--- src/rtl/audio_pkg.sv ---
// Shared widths, FSM states and constants for the audio playback path.
package audio_pkg;

  localparam int ADDR_W = 23;
  localparam int DATA_W = 16;

  localparam logic [15:0] SILENCE = 16'h0000;

  typedef enum logic [1:0] {
    IDLE,
    FETCH,
    WAIT_TICK
  } state_t;

endpackage

--- src/rtl/sample_tick_gen.sv ---
// Free-running sample-rate strobe: one-cycle tick every CLK_HZ/SAMPLE_HZ clocks.
module sample_tick_gen #(
  parameter int CLK_HZ    = 50000000,
  parameter int SAMPLE_HZ = 8000
) (
  input  logic Clk,
  input  logic Reset_n,
  output logic tick
);

  localparam int DIV   = CLK_HZ / SAMPLE_HZ;
  localparam int CNT_W = (DIV > 1) ? $clog2(DIV) : 1;
  localparam logic [CNT_W-1:0] LAST = CNT_W'(DIV - 1);

  logic [CNT_W-1:0] r_cnt;

  always_ff @(posedge Clk or negedge Reset_n) begin
    if (!Reset_n) begin
      r_cnt <= '0;
    end else if (r_cnt == LAST) begin
      r_cnt <= '0;
    end else begin
      r_cnt <= r_cnt + CNT_W'(1);
    end
  end

  assign tick = (r_cnt == LAST);

endmodule

--- src/rtl/sfx_player.sv ---
// Sound-effect playback engine: fetches PCM samples from memory and emits one
// per sample tick, handling one-shot, looped and aborted clips.
module sfx_player #(
  parameter int ADDR_W    = audio_pkg::ADDR_W,
  parameter int DATA_W    = audio_pkg::DATA_W,
  parameter int CLK_HZ    = 50000000,
  parameter int SAMPLE_HZ = 8000
) (
  input  logic              Clk,
  input  logic              Reset_n,
  input  logic              play,
  input  logic              loop,
  input  logic              Audio_Reset,
  input  logic [ADDR_W-1:0] Start_Addr,
  input  logic [ADDR_W-1:0] End_Addr,
  output logic              mem_rd,
  output logic [ADDR_W-1:0] mem_addr,
  input  logic              mem_ack,
  input  logic [DATA_W-1:0] mem_rdata,
  output logic [DATA_W-1:0] sample_out,
  output logic              sample_valid,
  output logic              busy,
  output logic              done,
  output logic              underrun
);

  import audio_pkg::*;

  state_t r_state, w_next;

  logic [ADDR_W-1:0] r_cur, r_sAddr, r_eAddr;
  logic [DATA_W-1:0] r_buf, r_sample;
  logic              r_lp, r_armed;
  logic              r_valid, r_done, r_underrun;

  logic w_tick, w_abort, w_start, w_last, w_finish;

  sample_tick_gen #(
    .CLK_HZ   (CLK_HZ),
    .SAMPLE_HZ(SAMPLE_HZ)
  ) u_tick (
    .Clk    (Clk),
    .Reset_n(Reset_n),
    .tick   (w_tick)
  );

  assign w_abort  = Audio_Reset | (!play && (r_state != IDLE));
  assign w_start  = (r_state == IDLE) && play && !Audio_Reset && r_armed &&
                    (End_Addr >= Start_Addr);
  assign w_last   = (r_cur == r_eAddr);
  assign w_finish = (r_state == WAIT_TICK) && w_tick && !w_abort && w_last && !r_lp;

  always_ff @(posedge Clk or negedge Reset_n) begin
    if (!Reset_n) begin
      r_state <= IDLE;
    end else begin
      r_state <= w_next;
    end
  end

  always_comb begin
    w_next = r_state;
    if (w_abort) begin
      w_next = IDLE;
    end else begin
      case (r_state)
        IDLE:      if (w_start) w_next = FETCH;
        FETCH:     if (mem_ack) w_next = WAIT_TICK;
        WAIT_TICK: if (w_tick)  w_next = w_finish ? IDLE : FETCH;
        default:   w_next = IDLE;
      endcase
    end
  end

  // armed drops together with done so a still-held play cannot restart the clip
  always_ff @(posedge Clk or negedge Reset_n) begin
    if (!Reset_n) begin
      r_armed <= 1'b1;
    end else if (!play || Audio_Reset) begin
      r_armed <= 1'b1;
    end else if (w_finish) begin
      r_armed <= 1'b0;
    end
  end

  always_ff @(posedge Clk or negedge Reset_n) begin
    if (!Reset_n) begin
      r_cur      <= '0;
      r_sAddr    <= '0;
      r_eAddr    <= '0;
      r_lp       <= 1'b0;
      r_buf      <= '0;
      r_sample   <= '0;
      r_valid    <= 1'b0;
      r_done     <= 1'b0;
      r_underrun <= 1'b0;
    end else begin
      r_valid    <= 1'b0;
      r_done     <= 1'b0;
      r_underrun <= 1'b0;
      if (w_abort) begin
        r_sample <= DATA_W'(SILENCE);
      end else begin
        case (r_state)
          IDLE: begin
            r_sample <= DATA_W'(SILENCE);
            if (w_start) begin
              r_sAddr <= Start_Addr;
              r_eAddr <= End_Addr;
              r_lp    <= loop;
              r_cur   <= Start_Addr;
            end
          end
          FETCH: begin
            if (mem_ack) r_buf <= mem_rdata;
            if (w_tick)  r_underrun <= 1'b1;
          end
          WAIT_TICK: begin
            if (w_tick) begin
              r_sample <= r_buf;
              r_valid  <= 1'b1;
              if (!w_last) begin
                r_cur <= r_cur + ADDR_W'(1);
              end else if (r_lp) begin
                r_cur <= r_sAddr;
              end else begin
                r_done <= 1'b1;
              end
            end
          end
          default: ;
        endcase
      end
    end
  end

  assign mem_rd       = (r_state == FETCH);
  assign mem_addr     = r_cur;
  assign busy         = (r_state != IDLE);
  assign sample_out   = r_sample;
  assign sample_valid = r_valid;
  assign done         = r_done;
  assign underrun     = r_underrun;

endmodule

--- config.mk ---
export PLATFORM = sky130hd
export DESIGN_NAME = sfx_player
export DESIGN_NICKNAME = d
export VERILOG_FILES = /design/src/rtl/audio_pkg.sv /design/src/rtl/sample_tick_gen.sv /design/src/rtl/sfx_player.sv
export SDC_FILE = /design/constraint.sdc
export NUM_CORES = 1
export LEC_CHECK = 0
export ABC_CLOCK_PERIOD_IN_PS = 2100
export CAP_MARGIN = 40
export CORE_ASPECT_RATIO = 0.75
export CORE_MARGIN = 2
export CORE_UTILIZATION = 45
export DETAILED_ROUTE_END_ITERATION = 7
export MAX_ROUTING_LAYER = met4
export PLACE_DENSITY = 0.73
export SYNTH_ARGS = -nofsm -noshare
export SYNTH_HDL_FRONTEND = slang
export SYNTH_SLANG_ARGS = --single-unit
--- constraint.sdc ---
create_clock -name Clk -period 2.1 [get_ports Clk]
set_input_delay 0.42 -clock Clk [delete_from_list [all_inputs] [get_ports Clk]]
set_output_delay 0.42 -clock Clk [all_outputs]
set_load 0.03 [all_outputs]
# Yosys cells after proc, flatten, opt, wreduce, memory -nomap -nowiden
# Index checks and enable logic that the tools add are counted.
[totals]
reg_bits = 121
word_cells = 78
output_inout_bits = 44
input_bits = 68
[op_classes]
n_bitwise = 2
magnitude_cmp = 1
n_addsub = 2
muxes = 27
reduce_logical = 24
n_eq_ne = 10
[ops]
columns = ["operator", "count"]
rows = [
  ["2-to-1 mux 23 bit", 4],
  ["case mux 23 bit (2 select lines)", 1],
  ["2-to-1 mux 16 bit", 2],
  ["case mux 16 bit (2 select lines)", 1],
  ["adder 23 x 1 -> 23 bit (second input constant)", 1],
  ["== test 23 bit", 1],
  ["greater-or-equal comparator 23 bit", 1],
  ["adder 13 x 1 -> 13 bit (second input constant)", 1],
  ["== test 13 bit (second input constant)", 1],
  ["2-to-1 mux 1 bit", 13],
  ["2-to-1 mux 13 bit", 1],
  ["logical AND 1 bit", 9],
  ["!= test 3 bit (second input constant)", 3],
  ["AND reduction 3 bit", 3],
  ["2-to-1 mux 2 bit", 4],
  ["case mux 2 bit (3 select lines)", 1],
  ["nonzero test 2 bit", 3],
  ["AND reduction 5 bit", 1],
  ["zero test 1 bit", 4],
  ["!= test 2 bit (second input constant)", 2],
  ["!= test 3 x 1 -> 1 bit (second input constant)", 1],
  ["nonzero test 3 bit", 1],
  ["== test 2 x 1 -> 1 bit (second input constant)", 1],
  ["== test 2 bit (second input constant)", 1],
  ["5 further kinds", 5],
]

# Depth between registers and ports, before layout
# Gate-level depths: netlist of run 1.
[depth]
word_depth = 11
mapped_depth = 12
mapped_depth_nobuf = 9

# By module
# Synthesis of run 1 repeated with hierarchy kept, for this count alone.
[hier_totals]
hier_cells = 569
area_unflattened_um2 = 6493.7
[modules_own_cells]
columns = ["module", "n_inst", "seq_area_each_um2", "area_per_inst_um2", "cells_per_inst"]
rows = [
  ["sfx_player", 1, 2703.8, 5861.9, 509],
  ["sample_tick_gen", 1, 325.3, 631.9, 60],
]

# Worst setup path after synthesis of run 1
# OpenSTA, ideal clock, no wires.
[synth_path]
path_kind = "input -> register"
from = "input Start_Addr[8]"
to = "register r_cur[10] (netlist: mem_addr[10])"
n_path_buf = 2
arrival_ns = 2.364
cell_stages = 10
path_slack_ns = -0.389
t_required_ns = 1.975
setup_ns = 0.125
cell_sequence = "inv_1 -> ha_1 -> a211oi_1 -> o221ai_1 -> a211oi_1 -> a31oi_2 -> or2_1 -> buf_6 -> buf_6 -> mux2_4"
[synth_between]
elab_chain_cells = 4
[synth_rtl]
columns = ["element", "line_no", "text"]
rows = [
  ["start, declared", "sfx_player.sv:14", "input logic [ADDR_W-1:0] Start_Addr,"],
  ["greater-or-equal comparator 23 bit", "sfx_player.sv:49", "(End_Addr >= Start_Addr);"],
  ["logical AND 1 bit", "sfx_player.sv:48", "assign w_start = (r_state == IDLE) && play && !Audio_Reset && r_armed &&"],
  ["!= test 2 bit (no line)", "--", ""],
  ["AND reduction 5 bit (no line)", "--", ""],
  ["end signal, assigned", "sfx_player.sv:111", "r_cur <= Start_Addr;"],
  ["end signal, assigned", "sfx_player.sv:123", "r_cur <= r_cur + ADDR_W'(1);"],
  ["end signal, assigned", "sfx_player.sv:125", "r_cur <= r_sAddr;"],
  ["end, declared", "sfx_player.sv:31", "logic [ADDR_W-1:0] r_cur, r_sAddr, r_eAddr;"],
]
# No other way between the ends.
# A chain may end at the register's enable or synchronous reset.

# Worst setup path after layout of run 1
[layout_path]
from = "register r_eAddr[15]"
to = "register r_cur[4] (netlist: mem_addr[4])"
[layout_between]
elab_chain_cells = 4
elab_cells_between_ends = 6
cone_classes = "2 x eq/ne; 3 x mux; 1 x reduce/logical"
[layout_rtl]
columns = ["element", "line_no", "text"]
rows = [
  ["start, declared", "sfx_player.sv:31", ""],
  ["start signal, assigned", "sfx_player.sv:109", "r_eAddr <= End_Addr;"],
  ["== test 23 bit (*)", "sfx_player.sv:50", "assign w_last = (r_cur == r_eAddr);"],
  ["2-to-1 mux 23 bit", "sfx_player.sv:122", "if (!w_last) begin"],
  ["2-to-1 mux 23 bit", "sfx_player.sv:119", "if (w_tick) begin"],
  ["case mux 23 bit (2 select lines)", "sfx_player.sv:104", "case (r_state)"],
]
# Every way passes the cells marked *; elsewhere a longest branch is shown, timed or not. The select of a mux whose other input is x is not followed.

==> reports/qor.csv, run 1 <==
stage,metric,value,unit
status,status,"complete, but fails checks",
status,violations,setup timing,
power_and_ir_drop,vdd_ir_drop_max,639,uV
floorplan,dieHeight,107,microns
timing,timing.final.hold_violations,0,
synthesis,synth_area_per_cell,11.3,sq um
floorplan,dieWidth,141,microns
clock_network,cts.clk_slew.worst_paths,0.06,ns
synthesis,synth_nets,653,
synthesis,dominantRegCellSynth,dfrtp_1,
clock_network,tritoncts_num_sinks,121,
cells_and_area,layout.nets,858,
placement,place_hpwl,12300,microns
critical_path,crit_arrival,2.64,ns
hold_path,timing.hold.worst_path_depth,2,
routing,detail_route.first_pass.iterations,4,
timing,final_critical_period,2.34,ns
grt,globalRouteOverflowTotal,0,
grt,pin_count_of_the_biggest_net_entering_global_routing,68,
synthesis,synth_seq_cells,121,
power_and_ir_drop,p_leak,4.13,nW
grt,grt_use_total,25.4,%
critical_path,crit_type,reg -> reg,
clock_network,clk_root_buffer_cell,clkbuf_16,
synthesis,synthDistinctLibCells,43,
grt,first_global_vias,5449,
floorplan,io-pin-count,112,
floorplan,initial_core_util,46.1,%
cells_and_area,n_antenna_cell,0,
grt,grt_first_pass_wirelength,28700,microns
critical_path,timing.rr.end,mem_addr[4],
synthesis,area_share_of_the_leading_cell_type_in_the_synthesized_netlist,47.4,%
timing,setup_viol_count_final,32,
timing,rsz0062_at_grt,yes,
synthesis,postSynth.asyncResetShare,100,%
synthesis,synth-edff-count,0,
synthesis,netlist.top_cell.by_area,dfrtp_1,
clock_network,clock_tree_from_tritoncts,built,
timing,report.final.slew_viol_count,0,
grt,grt_antenna_before_repair,0,
timing,max_freq,0.428,GHz
routing,detail_route.wl_per_cell,18.9,microns
routing,drcViolationCount,0,
synthesis,synth_seq_area_share,47.8,%
cells_and_area,drive_gt1_share,41.3,%
clock_network,clock_insertion_delay_at_the_later_pin_of_the_skew_report,0.43,ns
clock_network,ctsLongestPathBuffers,2,
routing,route.detailed.vias_per_inst,5.51,
hold_path,worst_hold_path_type,in -> reg,
flow_run,drv_cap,0,
synthesis,synthesis.instances,559,
clock_network,cts_buf_count,17,
hold_path,hold_end,r_sAddr[21],
power_and_ir_drop,design_power_total,8.60,mW
critical_path,critical_path.startpoint_type,flop,
critical_path,worst-r2r-cell-count,8,
cells_and_area,final_core_util,68.3,%
power_and_ir_drop,power_per_cell_area,916,nW/um^2
critical_path,r2r-start,r_eAddr[15],
timing,timing.setup.tns,-4.86,ns
placement,placedInstanceArea,8400,sq um
timing,period_share,111,%
timing,slew_at_the_pin_closest_to_its_max_slew_limit,0.681,ns
placement,place_worst_setup_slack,-1.00,ns
hold_path,hold_start,Start_Addr[21],
critical_path,maximum_fanout_encountered_on_the_critical_timing_path,5,
critical_path,timing.reg2reg.setup_slack,-0.24,ns
clock_network,ctsHtreeMaxLevel,4,
floorplan,die-area,15100,sq um
cells_and_area,area_growth,48.3,%
routing,detail-route-antenna-nets,0,
timing,worst_slew_margin_rel,54.6,%
synthesis,netlist_top_cells_area,"dfrtp_1 (47%), mux2_2 (12%), xnor2_1 (5.3%), ha_1 (5.1%), mux2_4 (3.6%)",
critical_path,critPathCaptureType,flop,
floorplan,rows,37,
placement,io_buffers,111,
routing,detailroute.via_count,5245,
placement,placer_s_final_routability_congestion_estimate,0.866,
routing,drtIter0Drc,361,
timing,finalWorstSetupSlack,-0.238,ns
routing,totalWireLength,18000,microns
synthesis,yosys_warnings,0,
critical_path,required,2.40,ns
floorplan,core_region_area,13700,sq um
cells_and_area,design_area,9390,sq um
timing,worst_clock_skew_on_the_final_layout,0.0140,ns
synthesis,synth.cell_area,6330,sq um
power breakdown:
group	internal, mW	switching [mW]
logic	1.48	1.28
registers	2.84	0.358
clock network	1.54	1.10
total	5.86	2.74
state kept, by name, summed over array words and instances (netlist names):
register	cells
done	1
mem_addr	23
r_armed	1
r_buf	16
r_eAddr	23
r_lp	1
r_sAddr	23
r_state	2
sample_out	16
sample_valid	1
u_tick.r_cnt	13
underrun	1
routing by layer:
| metal | up-vias | wire length, microns | share of wire, % | GRT usage [%] |
|---|---|---|---|---|
| li1 | 2408 | - | - | - |
| met1 | 2651 | 8170 | 45 | 34.2 |
| met2 | 158 | 8620 | 48 | 38.9 |
| met3 | 28 | 865 | 4.8 | 5.72 |
| met4 | 0 | 316 | 1.8 | 7.86 |
| met5 | - | 0 | 0 | - |
cells in the mapped netlist, drive strengths merged (14+ instances only):
library cell  number
dfrtp            120
mux2              80
nand2             39
xnor2             38
nand3             37
inv               31
ha                26
nor2              20
o221ai            18
xor2              17
a22o              16
buf               15
clkbuf            14
critical path: stages (launching register included):
cell,delay (ns)
dfrtp_1,0.40
xnor2_1,0.21
nand4_1,0.14
nor4_2,0.32
nand3_2,0.16
o21a_4,0.25
or2_4,0.28
buf_12,0.15
mux2_4,0.29
area by class of cell:
cell class | count | area, sq um
multi-input combinational | 378 | 3510
tap | 175 | 219
clock buffer | 19 | 443
clock inverter | 13 | 100
inverter | 31 | 141
timing repair buffer | 215 | 1950
sequential | 121 | 3030
fill | 950 | 4360
cells in the final DEF, fill, tap and decap left out, drive strengths merged, types with 16 or more instances in the layout:
cell / count
dfrtp: 120
ha: 26
buf: 118
o221ai: 18
xor2: 17
a22o: 16
clkbuf: 32
clkdlybuf4s50: 59
nand3: 37
nand2: 39
inv: 32
mux2: 80
nor2: 20
xnor2: 38
worst max path at each step:
stage / startpoint / to / slack, ns / cells after the start
CTS: r_eAddr[6] / mem_addr[4] / -0.24 / 8
finish: r_eAddr[15] / mem_addr[4] / -0.24 / 8
floorplan: Start_Addr[18] / mem_addr[4] / -0.25 / 10
global placement: Start_Addr[18] / mem_addr[3] / -0.95 / 11
global route: u_tick.r_cnt[1] / mem_addr[1] / -0.32 / 10
detailed placement: Start_Addr[18] / mem_addr[3] / -1.00 / 11
metrics by stage:
| step | std cells | hold WS (ns) |
|---|---|---|
| after floorplan | 559 | 0.124 |
| after CTS | 949 | 0.251 |
| after detailed placement | 907 | 0.390 |
| final | 952 | 0.260 |
| after global placement | 907 | 0.381 |
| after global routing | 952 | 0.255 |
what timing repair did:
action	in CTS	in global routing
hold endpoints to repair	28	0
gates resized for setup	173	61
pin swaps	25	14
setup buffers	8	7
hold buffers	1	0
endpoints found under the setup margin	91	91
gates cloned	3	1
kinds of logic after synthesis:
group,synth area share [%]
flip-flops,47.8
XOR/XNOR,7.60
adder cells (fa/ha/maj),5.14
buffers and inverters,4.09
AO/OA/AOI/OAI,8.49
multiplexers,15.4
AND/OR/NAND/NOR,11.4
Power figures use the tool's default switching activity.
==> run 2, diff against run 1 <==
--- a/config.mk
+++ b/config.mk
@@ -13,6 +13,7 @@
 export DETAILED_ROUTE_END_ITERATION = 7
 export MAX_ROUTING_LAYER = met4
 export PLACE_DENSITY = 0.73
+export SETUP_SLACK_MARGIN = 0.15
 export SYNTH_ARGS = -nofsm -noshare
 export SYNTH_HDL_FRONTEND = slang
 export SYNTH_SLANG_ARGS = --single-unit
==> reports/qor.csv, run 2 (synthesis results as in run 1) <==
stage,metric,value,unit
status,status,"complete, but fails checks",
status,violations,setup timing,
critical_path,required,2.41,ns
floorplan,io-pin-count,112,
grt,first_global_vias,5276,
power_and_ir_drop,vdd_ir_drop_max,585,uV
critical_path,maximum_fanout_encountered_on_the_critical_timing_path,8,
routing,route.detailed.vias_per_inst,5.58,
timing,timing.final.hold_violations,0,
routing,totalWireLength,19000,microns
placement,placer_s_final_routability_congestion_estimate,0.897,
cells_and_area,layout.nets,856,
grt,globalRouteOverflowTotal,0,
clock_network,clock_tree_from_tritoncts,built,
grt,grt_use_total,24.3,%
cells_and_area,final_common_cell,dfrtp_1,
floorplan,dieHeight,107,microns
timing,timing.setup.tns,-12.26,ns
critical_path,critical-path-slowest-cell,dfrtp_2,
critical_path,critical_path.startpoint_type,flop,
critical_path,timing.critical_path.cells,xnor2_1 -> nand4_1 -> nor4_2 -> nand3_1 -> o21a_4 -> or2_4 -> buf_12 -> mux2_4,
clock_network,tritoncts_num_sinks,121,
timing,rsz0062_at_grt,yes,
grt,grt_first_pass_wirelength,27500,microns
routing,drtIter0Drc,391,
critical_path,timing.critical_path.slowest_cell_delay,0.42,ns
floorplan,core_region_area,13700,sq um
routing,drcViolationCount,0,
critical_path,critPathCaptureType,flop,
cells_and_area,area_growth,52.2,%
timing,max_freq,0.418,GHz
routing,detail-route-antenna-nets,0,
floorplan,initial_core_util,46.1,%
power_and_ir_drop,power_per_cell_area,943,nW/um^2
routing,detailroute.via_count,5309,
grt,grt_antenna_before_repair,1,
clock_network,clock_insertion_delay_at_the_later_pin_of_the_skew_report,0.42,ns
critical_path,timing.reg2reg.setup_slack,-0.29,ns
hold_path,worst_hold_path_type,in -> reg,
flow_run,drv_cap,0,
timing,worst_clock_skew_on_the_final_layout,0.00718,ns
power_and_ir_drop,p_leak,4.37,nW
routing,detail_route.first_pass.iterations,5,
floorplan,dieWidth,141,microns
timing,setup_viol_count_final,72,
timing,report.final.slew_viol_count,0,
clock_network,ctsLongestPathBuffers,2,
placement,place_hpwl,12000,microns
grt,pin_count_of_the_biggest_net_entering_global_routing,68,
floorplan,die-area,15100,sq um
clock_network,clk_root_buffer_cell,clkbuf_16,
timing,finalWorstSetupSlack,-0.290,ns
critical_path,crit_arrival,2.70,ns
power_and_ir_drop,design_power_total,9.09,mW
timing,final_critical_period,2.39,ns
floorplan,rows,37,
timing,worst_slew_margin_rel,54.9,%
timing,period_share,114,%
cells_and_area,drive_gt1_share,39.6,%
clock_network,ctsHtreeMaxLevel,4,
critical_path,crit_type,reg -> reg,
placement,io_buffers,111,
routing,detail_route.wl_per_cell,20.0,microns
cells_and_area,layout.filler_cells,887,
clock_network,cts_buf_count,17,
timing,slew_at_the_pin_closest_to_its_max_slew_limit,0.677,ns
cells_and_area,layout.cells.most_common_list,"dfrtp_1 (113), buf_4 (77), mux2_4 (62), clkdlybuf4s50_1 (39), dlygate4sd2_1 (39)",
clock_network,cts.clk_slew.worst_paths,0.06,ns
[run 2: cell count changes in the layout (fill, tap and decap cells not counted), moves of 6 or more]
cell and change:
clkdlybuf4s50_1 -20, mux2_2 -34, buf_2 -11, dlygate4sd2_1 +28
inv_6 +6, mux2_4 +34, clkinvlp_4 -7, buf_4 -10
[run 2: timing repair]
item                                   CTS  global route
cloned                                   1             5
resized for setup                      114           125
setup endpoints to repair              114            91
pin swaps                               22            15
endpoints found under the hold margin   35             0
buffers inserted                         7             5
hold buffers                             1             0
[run 2: worst max-delay path, delay by kind of cell (launching register included)]
family                 cells  cell delay, ns
XOR/XNOR                   1            0.20
multiplexers               1            0.30
AO/OA/AOI/OAI              1            0.23
flip-flops                 1            0.42
AND/OR/NAND/NOR            4            0.97
buffers and inverters      1            0.17
[run 2: per-layer routing]
metal / track usage, % / up-vias / routed length [microns]
met5: - / - / 0
met4: 7.29 / 0 / 384
met3: 5.72 / 35 / 1010
met2: 37.4 / 195 / 9010
met1: 32.5 / 2660 / 8600
li1: - / 2419 / -
[run 2: final timing paths]
check                      depth (start not counted)           from            end
setup / recovery                                   8   mem_addr[15]    mem_addr[6]
hold / removal                                     2  Start_Addr[4]     r_sAddr[4]
setup reg to reg                                   8   mem_addr[15]    mem_addr[6]
hold reg to reg                                    1       r_buf[2]  sample_out[2]
max in group asynchronous                          3        Reset_n        r_armed
min in group asynchronous                          2        Reset_n       r_buf[5]
[run 2: final cells by class]
type | instances | area, sq um | share of cell area, %
diodes | 1 | 2.50 | 0.0260
inverters | 31 | 141 | 1.47
flip-flops and latches | 121 | 3040 | 31.5
clock buffers | 19 | 453 | 4.70
multi-input cells | 378 | 3620 | 37.6
clock inverters | 13 | 158 | 1.64
repair buffers | 213 | 2010 | 20.8
well taps | 175 | 219 | 2.27
[run 2: report_power, final]
group | switching, mW | leakage [nW] | internal, mW | total [mW]
registers | 0.383 | 1.50 | 2.85 | 3.23
clock network | 1.18 | 0.298 | 1.85 | 3.03
logic | 1.30 | 2.57 | 1.53 | 2.83
[run 2: metrics by stage]
step	setup WS (ns)	util, %	instances	instance area, sq um	hold slack, ns
floorplan	-0.247	-	559	6470	0.124
global route	-0.414	70.1	951	9640	0.278
global placement	-0.919	60.7	899	8340	0.431
finish	-0.290	70.1	951	9640	0.282
CTS	-0.210	66.9	940	9200	0.373
detailed placement	-0.975	60.7	899	8340	0.433
==> run 3, diff against run 2 <==
--- a/config.mk
+++ b/config.mk
@@ -11,6 +11,7 @@
 export CORE_MARGIN = 2
 export CORE_UTILIZATION = 45
 export DETAILED_ROUTE_END_ITERATION = 7
+export GPL_TIMING_DRIVEN = 0
 export MAX_ROUTING_LAYER = met4
 export PLACE_DENSITY = 0.73
 export SETUP_SLACK_MARGIN = 0.15
==> reports/qor.csv, run 3 (synthesis results as in run 1) <==
stage,metric,value,unit
status,status,"complete, but fails checks",
status,violations,setup timing,
clock_network,cts_buf_count,17,
placement,placer_s_final_routability_congestion_estimate,0.895,
grt,met3_usage,5.76,%
grt,pin_count_of_the_biggest_net_entering_global_routing,70,
placement,place_worst_setup_slack,-1.34,ns
critical_path,crit_type,reg -> reg,
critical_path,critical_path_buf_inv_count,3,
clock_network,clock_insertion_delay_at_the_later_pin_of_the_skew_report,0.43,ns
floorplan,dieWidth,141,microns
timing,whs,0.237,ns
grt,globalRouteMet2Util,45.8,%
routing,drcViolationCount,0,
clock_network,ctsHtreeMaxLevel,4,
clock_network,clock_tree_from_tritoncts,built,
floorplan,dieHeight,107,microns
grt,grt_antenna_before_repair,0,
power_and_ir_drop,vdd_ir_drop_max,658,uV
flow_run,drv_cap,0,
timing,max_freq,0.363,GHz
routing,totalWireLength,21700,microns
timing,final_critical_period,2.76,ns
power_and_ir_drop,power_per_cell_area,930,nW/um^2
floorplan,core_region_area,13700,sq um
hold_path,hold_start,Start_Addr[8],
power_and_ir_drop,p_leak,4.21,nW
critical_path,timing.reg2reg.setup_slack,-0.66,ns
clock_network,tritoncts_num_sinks,121,
floorplan,die-area,15100,sq um
cells_and_area,layout.cells.most_common_list,"dfrtp_1 (110), mux2_4 (61), clkdlybuf4s50_1 (40), nand2_1 (36)",
timing,period_share,131,%
critical_path,maximum_fanout_encountered_on_the_critical_timing_path,5,
grt,met1_track_usage_gr,37.7,%
critical_path,timing.critical_path.slowest_cell_delay,0.43,ns
routing,detail_route.wl_per_cell,23.5,microns
floorplan,rows,37,
critical_path,critical-path-slowest-cell,dfrtp_2,
timing,timing.final.hold_violations,0,
critical_path,timing.critical_path.cells,xnor2_2 -> nand4_1 -> nor4_2 -> nand3_1 -> o21a_4 -> or2_4 -> buf_6 -> buf_12 -> buf_12 -> mux2_4,
critical_path,critical_path.startpoint_type,flop,
routing,route.detailed.vias_per_inst,5.94,
timing,worst_clock_skew_on_the_final_layout,0.0127,ns
critical_path,r2r-start,mem_addr[1],
floorplan,initial_core_util,46.1,%
critical_path,crit_arrival,3.07,ns
critical_path,crit_path_frequent_cell,buf_12,
timing,finalWorstSetupSlack,-0.659,ns
hold_path,timing.hold.worst_path_depth,2,
critical_path,largest_delay_contributor_family_on_the_critical_path,simple AND/OR/NAND/NOR gates,
timing,setup_viol_count_final,73,
routing,detail_route.first_pass.iterations,5,
timing,worst_slew_margin_rel,55.2,%
timing,slew_at_the_pin_closest_to_its_max_slew_limit,0.671,ns
critical_path,timing.rr.end,mem_addr[6],
placement,io_buffers,111,
grt,globalRouteOverflowTotal,0,
cells_and_area,final_core_util,70.4,%
clock_network,clk_root_buffer_cell,clkbuf_16,
timing,report.final.slew_viol_count,0,
placement,place_hpwl,12500,microns
routing,detail-route-antenna-nets,0,
hold_path,hold_end,r_sAddr[8],
hold_path,worst_hold_path_type,in -> reg,
routing,detailroute.via_count,5492,
timing,timing.setup.tns,-25.61,ns
grt,grt_use_total,29.3,%
cells_and_area,n_antenna_cell,0,
cells_and_area,drive_gt1_share,40.9,%
critical_path,required,2.41,ns
floorplan,io-pin-count,112,
grt,grt_first_pass_wirelength,32300,microns
grt,first_global_vias,5784,
routing,drtIter0Drc,632,
clock_network,ctsLongestPathBuffers,2,
grt,grt_most_used_layer,met2,
cells_and_area,final_common_cell,dfrtp_1,
cells_and_area,layout.nets,831,
timing,rsz0062_at_grt,yes,
clock_network,cts.clk_slew.worst_paths,0.06,ns
critical_path,worst-r2r-cell-count,10,
cells_and_area,area_growth,52.9,%
critical_path,critPathCaptureType,flop,
## run 3: cell count changes in the layout (fill, tap and decap cells not counted), moves of 7 or more
cell | before | now
buf_2 | 0 | 17
buf_4 | 77 | 15
buf_6 | 13 | 28
buf_8 | 0 | 12
clkbuf_1 | 0 | 9
clkbuf_2 | 15 | 5
clkdlybuf4s15_2 | 0 | 8
dlymetal6s2s_1 | 7 | 0
## run 3: power by group
part	internal [mW]	switching, mW
registers	2.85	0.593
logic	1.46	1.23
clock network	1.75	1.12
total	6.06	2.94
## run 3: final cells by class
type / count / area, sq um
flip-flops and latches: 121 / 3040
multi-input cells: 378 / 3730
clock buffers: 19 / 433
plain buffers: 29 / 280
clock inverters: 13 / 148
fillers: 872 / 4070
repair buffers: 159 / 1680
inverters: 31 / 154
well taps: 175 / 219
## run 3: metal layers
metal,share of wire [%],vias up,wire length (microns)
met2,47,281,10300
met3,6.8,81,1480
met1,42,2765,9130
li1,-,2365,-
met4,3.9,0,845
met5,0,-,0
## run 3: worst max path at each step
stage | startpoint | to | slack (ns) | cells after the start
floorplan | Start_Addr[18] | mem_addr[4] | -0.25 | 10
global placement | Reset_n | mem_addr[15] | -4.45 | 1
detailed placement | Start_Addr[18] | r_sAddr[19] | -1.34 | 9
CTS | mem_addr[1] | mem_addr[13] | -0.44 | 9
global route | mem_addr[1] | mem_addr[6] | -0.72 | 10
finish | mem_addr[1] | mem_addr[6] | -0.66 | 10
## run 3: timing repair
| item | CTS | global route |
|---|---|---|
| endpoints found under the setup margin | 117 | 85 |
| gates resized for setup | 343 | 45 |
| endpoints found under the hold margin | 52 | 0 |
| gates cloned | 6 | 1 |
| hold buffers | 1 | 0 |
| pin swaps | 37 | 9 |
| setup buffers | 30 | 9 |
## run 3: stage by stage
step | total power [mW] | instances | instance area, sq um
2_1_floorplan | 4.61 | 559 | 6470
3_3_place_gp | 5.39 | 845 | 7800
3_5_place_dp | 5.50 | 846 | 7830
4_1_cts | 8.77 | 915 | 9490
5_1_grt | 9.32 | 925 | 9680
6_report | 9.01 | 925 | 9680
